$ cat src/rtl/fetch_ctrl.sv
// Instruction-fetch PC controller: boot, sequential advance, branch/jump redirect, stall and halt.
// Optional fetch counter output enabled by defining FETCH_CTRL_PERF_EN.
module fetch_ctrl #(
  parameter logic [31:0] RESET_PC = 32'h0000_0000,
  parameter int unsigned PC_STEP  = 4
) (
  input  logic        clk,
  input  logic        rst,
  input  logic        stall,
  input  logic        brTaken,
  input  logic        jumpTaken,
  input  logic [31:0] NewPC,
  input  logic        halt,
  output logic [31:0] pc,
  output logic [31:0] adderOut,
  output logic        fetch_valid,
  output logic        flush,
  output logic        misalign,
  output logic [1:0]  state
`ifdef FETCH_CTRL_PERF_EN
  ,
  output logic [31:0] fetch_count
`endif
);

  typedef enum logic [1:0] {BOOT = 2'd0, RUN = 2'd1, STALL = 2'd2, HALT = 2'd3} state_t;

  state_t      r_state;
  state_t      w_next_state;
  logic [31:0] r_pc;
  logic [31:0] w_pc_next;
  logic        r_pend_valid;
  logic        w_pend_valid_next;
  logic [31:0] r_pend_pc;
  logic [31:0] w_pend_pc_next;
  logic        w_redirect;
  logic        w_active;
  logic [31:0] w_target;

  assign w_redirect = brTaken | jumpTaken;
  assign w_target   = {NewPC[31:2], 2'b00};
  assign w_active   = (r_state == RUN) || (r_state == STALL);
  assign pc         = r_pc;
  assign adderOut   = r_pc + 32'(PC_STEP);
  assign state      = r_state;

  always_ff @(posedge clk or negedge rst) begin
    if (!rst) r_state <= BOOT;
    else      r_state <= w_next_state;
  end

  always_comb begin
    w_next_state = r_state;
    case (r_state)
      BOOT:      w_next_state = RUN;
      RUN,
      STALL:     w_next_state = halt ? HALT : (stall ? STALL : RUN);
      default:   w_next_state = HALT;
    endcase
  end

  // halt wins over redirect, so a halting cycle never flushes
  always_comb begin
    fetch_valid = (r_state == RUN);
    flush       = w_active && w_redirect && !halt;
    misalign    = flush && (NewPC[1:0] != 2'b00);
  end

  always_comb begin
    w_pc_next         = r_pc;
    w_pend_valid_next = r_pend_valid;
    w_pend_pc_next    = r_pend_pc;
    if (w_active && halt) begin
      w_pend_valid_next = 1'b0;
    end else if (r_state == RUN) begin
      if (w_redirect && stall) begin
        w_pend_valid_next = 1'b1;
        w_pend_pc_next    = w_target;
      end else if (w_redirect) begin
        w_pc_next = w_target;
      end else if (!stall) begin
        w_pc_next = adderOut;
      end
    end else if (r_state == STALL) begin
      if (stall) begin
        if (w_redirect) begin
          w_pend_valid_next = 1'b1;
          w_pend_pc_next    = w_target;
        end
      end else begin
        // a redirect arriving in the release cycle is the latest target
        if (w_redirect)        w_pc_next = w_target;
        else if (r_pend_valid) w_pc_next = r_pend_pc;
        w_pend_valid_next = 1'b0;
      end
    end
  end

  always_ff @(posedge clk or negedge rst) begin
    if (!rst) begin
      r_pc         <= RESET_PC;
      r_pend_valid <= 1'b0;
      r_pend_pc    <= 32'h0;
    end else begin
      r_pc         <= w_pc_next;
      r_pend_valid <= w_pend_valid_next;
      r_pend_pc    <= w_pend_pc_next;
    end
  end

`ifdef FETCH_CTRL_PERF_EN
  logic [31:0] r_fetch_count;

  always_ff @(posedge clk or negedge rst) begin
    if (!rst)                                         r_fetch_count <= 32'h0;
    else if (fetch_valid && r_fetch_count != '1)      r_fetch_count <= r_fetch_count + 32'd1;
  end

  assign fetch_count = r_fetch_count;
`endif

endmodule

$ cat config.mk
export PLATFORM = sky130hd
export DESIGN_NAME = fetch_ctrl
export DESIGN_NICKNAME = d
export VERILOG_FILES = /design/src/rtl/fetch_ctrl.sv
export SDC_FILE = /design/constraint.sdc
export NUM_CORES = 1
export LEC_CHECK = 0
export CAP_MARGIN = 15
export CORE_ASPECT_RATIO = 0.5
export CORE_MARGIN = 4
export CORE_UTILIZATION = 50
export DETAILED_ROUTE_END_ITERATION = 6
export PLACE_DENSITY = 0.82
export SYNTH_ARGS = -nofsm -noshare
export SYNTH_HDL_FRONTEND = slang
export SYNTH_SLANG_ARGS = --single-unit
$ cat constraint.sdc
create_clock -name clk -period 3.4 [get_ports clk]
set_clock_uncertainty 0.05 [all_clocks]
set_input_delay 0.34 -clock clk [delete_from_list [all_inputs] [get_ports clk]]
set_output_delay 0.34 -clock clk [all_outputs]
set_load 0.02 [all_outputs]
==> metrics.txt, run 1 <==
status finished clean; P_leak 2.251 nW; DR vias/cell between 6 and 7; Congestion Overflow GR 0; f_max 305.4 MHz; final instance area 5119 um2; Synth Warn # 0; Peak VDD IR 232.8 uV; unrepaired setup endpoints after global routing no; MaxCap Viol Count 0; starting density of the core 0.5376; setup violators final 0; register area share after synthesis 0.4211; CTS buffer count 9; clock buffer depth 2; slowest CP cell clkdlybuf4s50_1; share of cells above drive strength 1 0.1341; Buf/Inv on CP 1; Detail Placement HPWL 8.056 mm; Slew HR 0.3933; Nets 531; Startpoint Class flop; clock-pin transition on the worst setup and hold timing paths roughly 0.050 ns; CTS tree done; ys flop type dfrtp_1; crit path cell chain nand4_1 -> or4_4 -> or3_4 -> xnor2_1 -> clkdlybuf4s50_1; Worst path max stage delay 0.64 ns; ys async rst share 1.000; synthesized area 3744 um2; min-delay src r_pend_pc[9]; Worst Path Required 3.01 ns; Area Growth Syn to Fin 36.73%; crit path DAT between 2 and 3 ns; root buffer cell clkbuf_16; Residual DRC 0; DR vias 3534; CTS Sinks 63; die width about 130 um; Yosys reg bits 63; core box area 6963 um2; initial antenna violation count 0; largest net degree at the start of global routing 40; TNS Setup 0 ns; TritonRoute pass-1 iters 5; DR iter-0 viols ~430; clk_lat worst skew 0.34 ns; WL final 11.13 mm; # rows 21; routability cong. 0.9227; Slew @ Worst Pin ~0.91 ns; max-slew violations 0; diodes inserted 0; CP delay by family, top simple AND/OR/NAND/NOR gates; Final period util 0.9631; area occupied by multi-input gates a little over 2000 um2; CP Max Fanout 7; vias in the first global route 3470; post-route insts no fill 584; EDFF count, synth 0; Critical R2R Launch state[0]; CP Capture Type primary output; Total GRT Usage 0.2587; PD cells 326.0 nW/um2; minimum clock period 3.275 ns; Setup CP Type reg -> out; Port Buffers just over 100; Mean Syn Cell Area around 9.7 um2; die height ~69 um; IO Pins 107; Min-Delay Path Class reg -> reg; register area 1577 um2; Cells after DPL 569; cells after synthesis just under 400; placed cell area 4848 um2; fillers 517; first-pass GRT wire length 18.25 mm; full die area 9020 um2; H-tree levels 3; Fin. Hold Viols 0; CP startpoint pc[4]; Post-DRT Antenna Nets 0; Routed WL per cell 19.05 um; synth unique cells 54
==> per-layer routing <==
layer,share of wire,GRT usage,wire [um],vias up
met5,0,0,0,-
met4,0.021,0.08324,233,0
met3,0.098,0.08231,1095,25
met2,0.46,0.3910,5128,191
met1,0.42,0.3535,4668,1703
li1,-,-,-,1615
==> Yosys cell counts, drive strengths merged, types with 7 or more instances <==
| cell type | n | area share |
|---|---|---|
| xnor2 | 19 | 0.044 |
| nor2 | 25 | 0.025 |
| nor3 | 12 | 0.016 |
| nand2 | 37 | 0.037 |
| dfrtp | 63 | 0.42 |
| mux2 | 30 | 0.090 |
| a21oi | 14 | 0.020 |
| buf | 8 | 0.013 |
| clkbuf | 15 | 0.015 |
| inv | 7 | 0.0070 |
| xor2 | 9 | 0.021 |
| o21ai | 23 | 0.031 |
| nand4 | 9 | 0.019 |
| nand3 | 25 | 0.033 |
==> timing repair <==
| item | 4_1_cts | 5_1_grt |
|---|---|---|
| gates resized for setup | 0 | 2 |
| hold buffers | 1 | 0 |
| buffers inserted | 0 | 0 |
| setup endpoints to repair | 0 | 5 |
| endpoints found under the hold margin | 24 | 0 |
==> kinds of logic after synthesis <==
family / synth area share
buffers and inverters: 0.03509
AOI/OAI and AO/OA: 0.1564
muxes: 0.1036
and+or+nand+nor: 0.2039
adders and majority gates: 0.01337
other: 0.001002
xor gates and xnor gates: 0.06551
DFF: 0.4211
==> final timing paths <==
kind                       slack [ns]            end  cells past startpoint
max in group asynchronous        1.88  r_pend_pc[26]                      3
min in group asynchronous        0.48   r_pend_pc[2]                      2
min reg2reg                      0.43          pc[9]                      2
min                              0.43          pc[9]                      2
max                              0.13   adderOut[23]                      5
max reg2reg                      0.69         pc[11]                      6
==> cells in the final DEF, fill, tap and decap left out, types with 3 or more instances in the layout <==
cell and n:
and4_1 5, clkbuf_16 9, inv_1 7, nand3_1 24, nand4_1 8, nand2_1 37, o21ai_0 23, nor3b_1 3
a21oi_1 13, mux2_2 30, a21o_1 3, xor2_1 9, o221a_2 3, nor2_1 25, a222oi_1 4, clkdlybuf4s50_1 101
buf_4 9, dfrtp_1 63, xnor2_1 19, conb_1 4, a22o_1 6, o31ai_1 3, clkbuf_1 3, a22oi_1 6
ha_1 4, mux2i_1 5, nor3_1 12, o22a_1 4, and3_1 6, o21a_1 3, or3_1 5
==> state kept, by name, summed over array words and instances, names as in the netlist <==
name,flops
pc,30
r_pend_pc,30
r_pend_valid,1
state,2
==> power by group <==
part / leakage, nW / total (mW) / internal (mW) / switching, mW
Sequential: 0.853 / 0.770 / 0.764 / 0.00631
Combinational: 1.28 / 0.107 / 0.0569 / 0.0498
Clock: 0.122 / 0.792 / 0.482 / 0.311
==> worst register-to-register path, stage by stage (launching register included) <==
cell     delay [ns]
dfrtp_1        0.39
inv_1          0.06
ha_1           0.33
or3b_2         0.59
a21o_1         0.53
a22o_1         0.38
a221o_1        0.27
==> metrics by stage <==
step	setup WS, ns	utilization	hold WS [ns]	total power [mW]
after floorplan	0.9119	-	-0.005591	0.8179
after global routing	0.01225	0.7351	0.4568	1.732
after CTS	0.07565	0.7332	0.4396	1.685
final	0.1254	0.7351	0.4347	1.669
after detailed placement	0.4516	0.6963	0.3144	0.8884
after global placement	0.5291	0.6963	0.3108	0.8852
==> final cells by class <==
cell class | instances | share of cell area
Clock buffer | 12 | 0.04620
Clock inverter | 2 | 0.001956
Inverter | 7 | 0.005133
Multi-Input combinational cell | 296 | 0.4026
Sequential cell | 63 | 0.3080
Tap cell | 92 | 0.02249
Timing Repair Buffer | 112 | 0.2136
No activity file was read; power rests on OpenSTA's default activity.
==> run 2, diff against run 1 <==
- CTS_BUF_LIST: default -> sky130_fd_sc_hd__clkbuf_16
==> metrics.txt, run 2 (synthesis gave the netlist of run 1 again) <==
clock-pin transition on the worst setup and hold timing paths ~0.050 ns; Slew HR 0.3917; full die area 9020 um2; Worst path max stage delay 0.64 ns; CP Max Fanout 7; post-route insts no fill 584; WL final about 11 mm; TNS Setup 0 ns; Slew @ Worst Pin 0.9124 ns; Cells after DPL around 570; die width around 130 um; setup violators final 0; crit path cell chain nand4_1 -> or4_4 -> or3_4 -> xnor2_1 -> clkdlybuf4s50_1; minimum clock period 3.267 ns; Peak VDD IR 232.8 uV; Buf/Inv on CP 1; Port Buffers 102; CTS tree done; fillers slightly above 500; Total GRT Usage 0.2587; core box area about 7000 um2; P_leak 2.263 nW; max-slew violations 0; f_max 306.1 MHz; crit path DAT 2.88 ns; TritonRoute pass-1 iters 5; Startpoint Class flop; routability cong. 0.9227; Setup CP Type reg -> out; clk_lat worst skew 0.34 ns; die height approximately 69 um; Post-DRT Antenna Nets 0; Final period util 0.9610; # rows 21; hold slack about 0.43 ns; clock buffer depth 2; DR vias 3545; DR iter-0 viols around 430; diodes inserted 0; Congestion Overflow GR 0; starting density of the core 0.5376; CTS buffer count 9; Residual DRC 0; PD cells ~320 nW/um2; share of cells above drive strength 1 0.1341; first-pass GRT wire length 18.25 mm; root buffer cell clkbuf_16; CP delay by family, top simple AND/OR/NAND/NOR gates; Worst Path Required between 3 and 4 ns; status finished clean; Detail Placement HPWL 8.056 mm; unrepaired setup endpoints after global routing no; vias in the first global route 3470; Fin. Hold Viols 0; initial antenna violation count 0; CP Capture Type primary output; Nets 531; H-tree levels 3; IO Pins 107; DR vias/cell 6.070; Routed WL per cell between 15 and 20 um; slowest CP cell clkdlybuf4s50_1; largest net degree at the start of global routing 40; most frequent cells in the layout clkdlybuf4s50_1, dfrtp_1, nand2_1, mux2_2, nor2_1; Area Growth Syn to Fin 36.73%; commonest non-fill, non-tap cell in the layout clkdlybuf4s50_1; CTS Sinks 63; MaxCap Viol Count 0; Min-Delay Path Class reg -> reg
-- run 2: changes by cell type in the layout (fill, tap and decap cells not counted), sizes merged --
cell    delta
clkbuf     -3
inv        +3
-- run 2: power breakdown --
group / internal [mW] / leakage, nW / switching, mW
Clock: 0.473 / 0.135 / 0.313
Combinational: 0.0569 / 1.28 / 0.0497
Sequential: 0.764 / 0.853 / 0.00640
Total: 1.29 / 2.26 / 0.369
-- run 2: per-layer routing --
| metal | track usage | up-vias | part of all wire |
|---|---|---|---|
| li1 | - | 1617 | - |
| met1 | 0.3535 | 1720 | 0.42 |
| met2 | 0.3910 | 179 | 0.46 |
| met3 | 0.08231 | 29 | 0.099 |
| met4 | 0.08324 | 0 | 0.022 |
| met5 | 0 | - | 0 |
-- run 2: worst paths after layout --
kind,from,end,slack [ns],depth (start not counted)
setup / recovery,pc[4],adderOut[23],0.13,5
hold / removal,r_pend_pc[9],pc[9],0.43,2
setup reg to reg,state[0],pc[18],0.68,6
hold reg to reg,r_pend_pc[9],pc[9],0.43,2
max in group asynchronous,rst,pc[24],1.89,3
min in group asynchronous,rst,r_pend_pc[2],0.48,2
-- run 2: worst reg2reg max path, delay by kind of cell (launching register included) --
family / cells / cell delay (ns)
AOI/OAI and AO/OA: 3 / 1.18
adders and majority gates: 1 / 0.33
buffers and inverters: 1 / 0.06
DFF: 1 / 0.39
and+or+nand+nor: 1 / 0.59
-- run 2: area by class of cell --
cell class / instances / area, um2 / area share
Multi-Input combinational cell: 296 / 2061 / 0.4026
Sequential cell: 63 / 1577 / 0.3080
Timing Repair Buffer: 112 / 1094 / 0.2136
Clock buffer: 9 / 225.2 / 0.04400
Tap cell: 92 / 115.1 / 0.02249
Inverter: 7 / 26.28 / 0.005133
Clock inverter: 5 / 21.27 / 0.004155
-- run 2: repair_timing --
item,in CTS,in global routing
hold buffers,1,0
endpoints found under the hold margin,24,0
resized for setup,0,2
buffers inserted,0,0
setup endpoints to repair,0,5
-- run 2: metrics by stage --
stage	instance area, um2	setup WS, ns	util	power, mW
after floorplan	3755	0.9119	-	0.8179
after global placement	4848	0.5291	0.6963	0.8852
after detailed placement	4848	0.4516	0.6963	0.8884
after CTS	5105	0.07565	0.7332	1.677
after global routing	5119	0.01225	0.7351	1.723
final	5119	0.1326	0.7351	1.662
==> run 3, diff against run 2 <==
- CELL_PAD_IN_SITES_DETAIL_PLACEMENT: default -> 1
- CELL_PAD_IN_SITES_GLOBAL_PLACEMENT: default -> 1
- CORE_UTILIZATION: 50 -> 36
- PLACE_DENSITY: 0.82 -> 0.79
- clock period: 3.4 -> 3.54 ns (I/O delays scaled with it)
==> metrics.txt, run 3 (synthesis gave the netlist of run 1 again) <==
final instance area ~5300 um2; Fin. Hold Viols 0; clk_lat worst skew 0.34 ns; Hold-fix buffers, CTS 0; CTS Sinks 63; DR iter-0 viols 287; sequential share of power 0.412; clock-pin transition on the worst setup and hold timing paths 0.05 ns; unrepaired setup endpoints after global routing no; core box area 9791 um2; starting density of the core 0.3824; Residual DRC 0; clock share of power 0.528; Peak VDD IR 188.6 uV; fillers roughly 1100; MaxCap Viol Count 0; WL final about 13 mm; power after layout 1.792 mW; TNS Setup 0 ns; minimum clock period 3.363 ns; Setup CP Type reg -> out; TritonRoute pass-1 iters 5; Routed WL per cell 21.23 um; Min-Delay Path Class in -> async; PD cells 340.8 nW/um2; max-slew violations 0; Pint 1.397 mW; CP Max Fanout 7; full die area ~12000 um2; grt met2 use 0.3580; die width 152.2 um; R2R Path End pc[10]; reg2reg setup slack 0.82 ns; root buffer cell clkbuf_16; status finished clean; Post-DRT Antenna Nets 0; switching part of the total power 0.2206; Port Buffers 102; f_max 297.4 MHz; dpl ws about 0.48 ns; Gate power share 0.060; Worst Path Required approximately 3.1 ns; IO Pins 107; Slew @ Worst Pin 0.9968 ns; Buf/Inv on CP 1; Final period util 0.9499; largest net degree at the start of global routing between 40 and 50; Startpoint Class flop; Reg2Reg Depth 6; initial antenna violation count 0; P_leak 2.289 nW; post-route insts no fill 632; CP delay by family, top simple AND/OR/NAND/NOR gates; Area Growth Syn to Fin 40.47%; # rows 25; Global Route met1 Usage 0.3030; hold slack about 0.14 ns; routability cong. ~0.85; Setup Fix Bufs, Post-CTS 0; CTS buffer count 9; Detail Placement HPWL 9.373 mm; die height 80.11 um; post-route worst setup slack between 0.15 and 0.2 ns; GR peak layer met2; crit path DAT between 2 and 3 ns; Cells after DPL 616; CTS tree done; first-pass GRT wire length ~21 mm; share of cells above drive strength 1 0.1469; Slew HR 0.3355; Nets 534; vias in the first global route 3692; Psw 395.3 uW; slowest CP cell clkdlybuf4s50_1; Critical R2R Launch state[0]; most frequent cells in the layout clkdlybuf4s50_1, dfrtp_1, nand2_1, mux2_2, nor2_1; setup violators final 0; met3 usage 0.05490; Final Util 0.5371; CP Capture Type primary output; crit path cell chain nand4_1 -> or4_4 -> nor4_4 -> xor2_1 -> clkdlybuf4s50_1; Total GRT Usage 0.2222; commonest non-fill, non-tap cell in the layout clkdlybuf4s50_1; H-tree levels 3; diodes inserted 0; PostCTS Resize Cnt 0; Worst path max stage delay 0.64 ns; DR vias/cell 5.646; DR vias 3568; Congestion Overflow GR 0; placed cell area 4932 um2; clock buffer depth 2
## run 3: cell types whose count changed in the layout (fill, tap and decap cells not counted)
cell	previous run	this run
bufinv_16	0	2
clkinv_2	2	1
inv_1	10	7
clkinvlp_4	0	2
buf_4	9	13
clkinv_1	0	2
dlygate4sd3_1	1	0
## run 3: area by class of cell
| type | instances | area [um2] | area share |
|---|---|---|---|
| flip-flops and latches | 63 | 1577 | 0.2998 |
| clock inverters | 7 | 87.58 | 0.01665 |
| clock buffers | 9 | 225.2 | 0.04283 |
| inverters | 7 | 26.28 | 0.004996 |
| multi-input cells | 296 | 2061 | 0.3919 |
| repair buffers | 115 | 1114 | 0.2118 |
| well taps | 135 | 168.9 | 0.03212 |
## run 3: worst max path at each step
| stage | startpoint | endpoint | slack [ns] | cells past startpoint |
|---|---|---|---|---|
| after floorplan | pc[2] | adderOut[20] | 1.04 | 5 |
| after global placement | pc[2] | adderOut[26] | 0.54 | 6 |
| after detailed placement | pc[2] | adderOut[26] | 0.48 | 6 |
| after CTS | pc[2] | adderOut[28] | 0.05 | 6 |
| after global routing | pc[2] | adderOut[20] | 0.09 | 6 |
| final | pc[4] | adderOut[31] | 0.18 | 5 |
## run 3: power by group through the flow
stage                     Clock (mW)  Combinational [mW]  Sequential, mW
final                          0.946               0.107           0.739
after global routing           0.994               0.117           0.740
after CTS                      0.956               0.108           0.739
after detailed placement           0               0.107           0.751
after global placement             0               0.105           0.750
after floorplan                    0              0.0361           0.749
## run 3: metal layers
metal | wire length, um | share of wire | up-vias
met1 | 6183 | 0.46 | 1801
met2 | 6204 | 0.46 | 136
met4 | 116 | 0.0086 | 0
met3 | 914 | 0.068 | 11
li1 | - | - | 1620
met5 | 0 | 0 | -
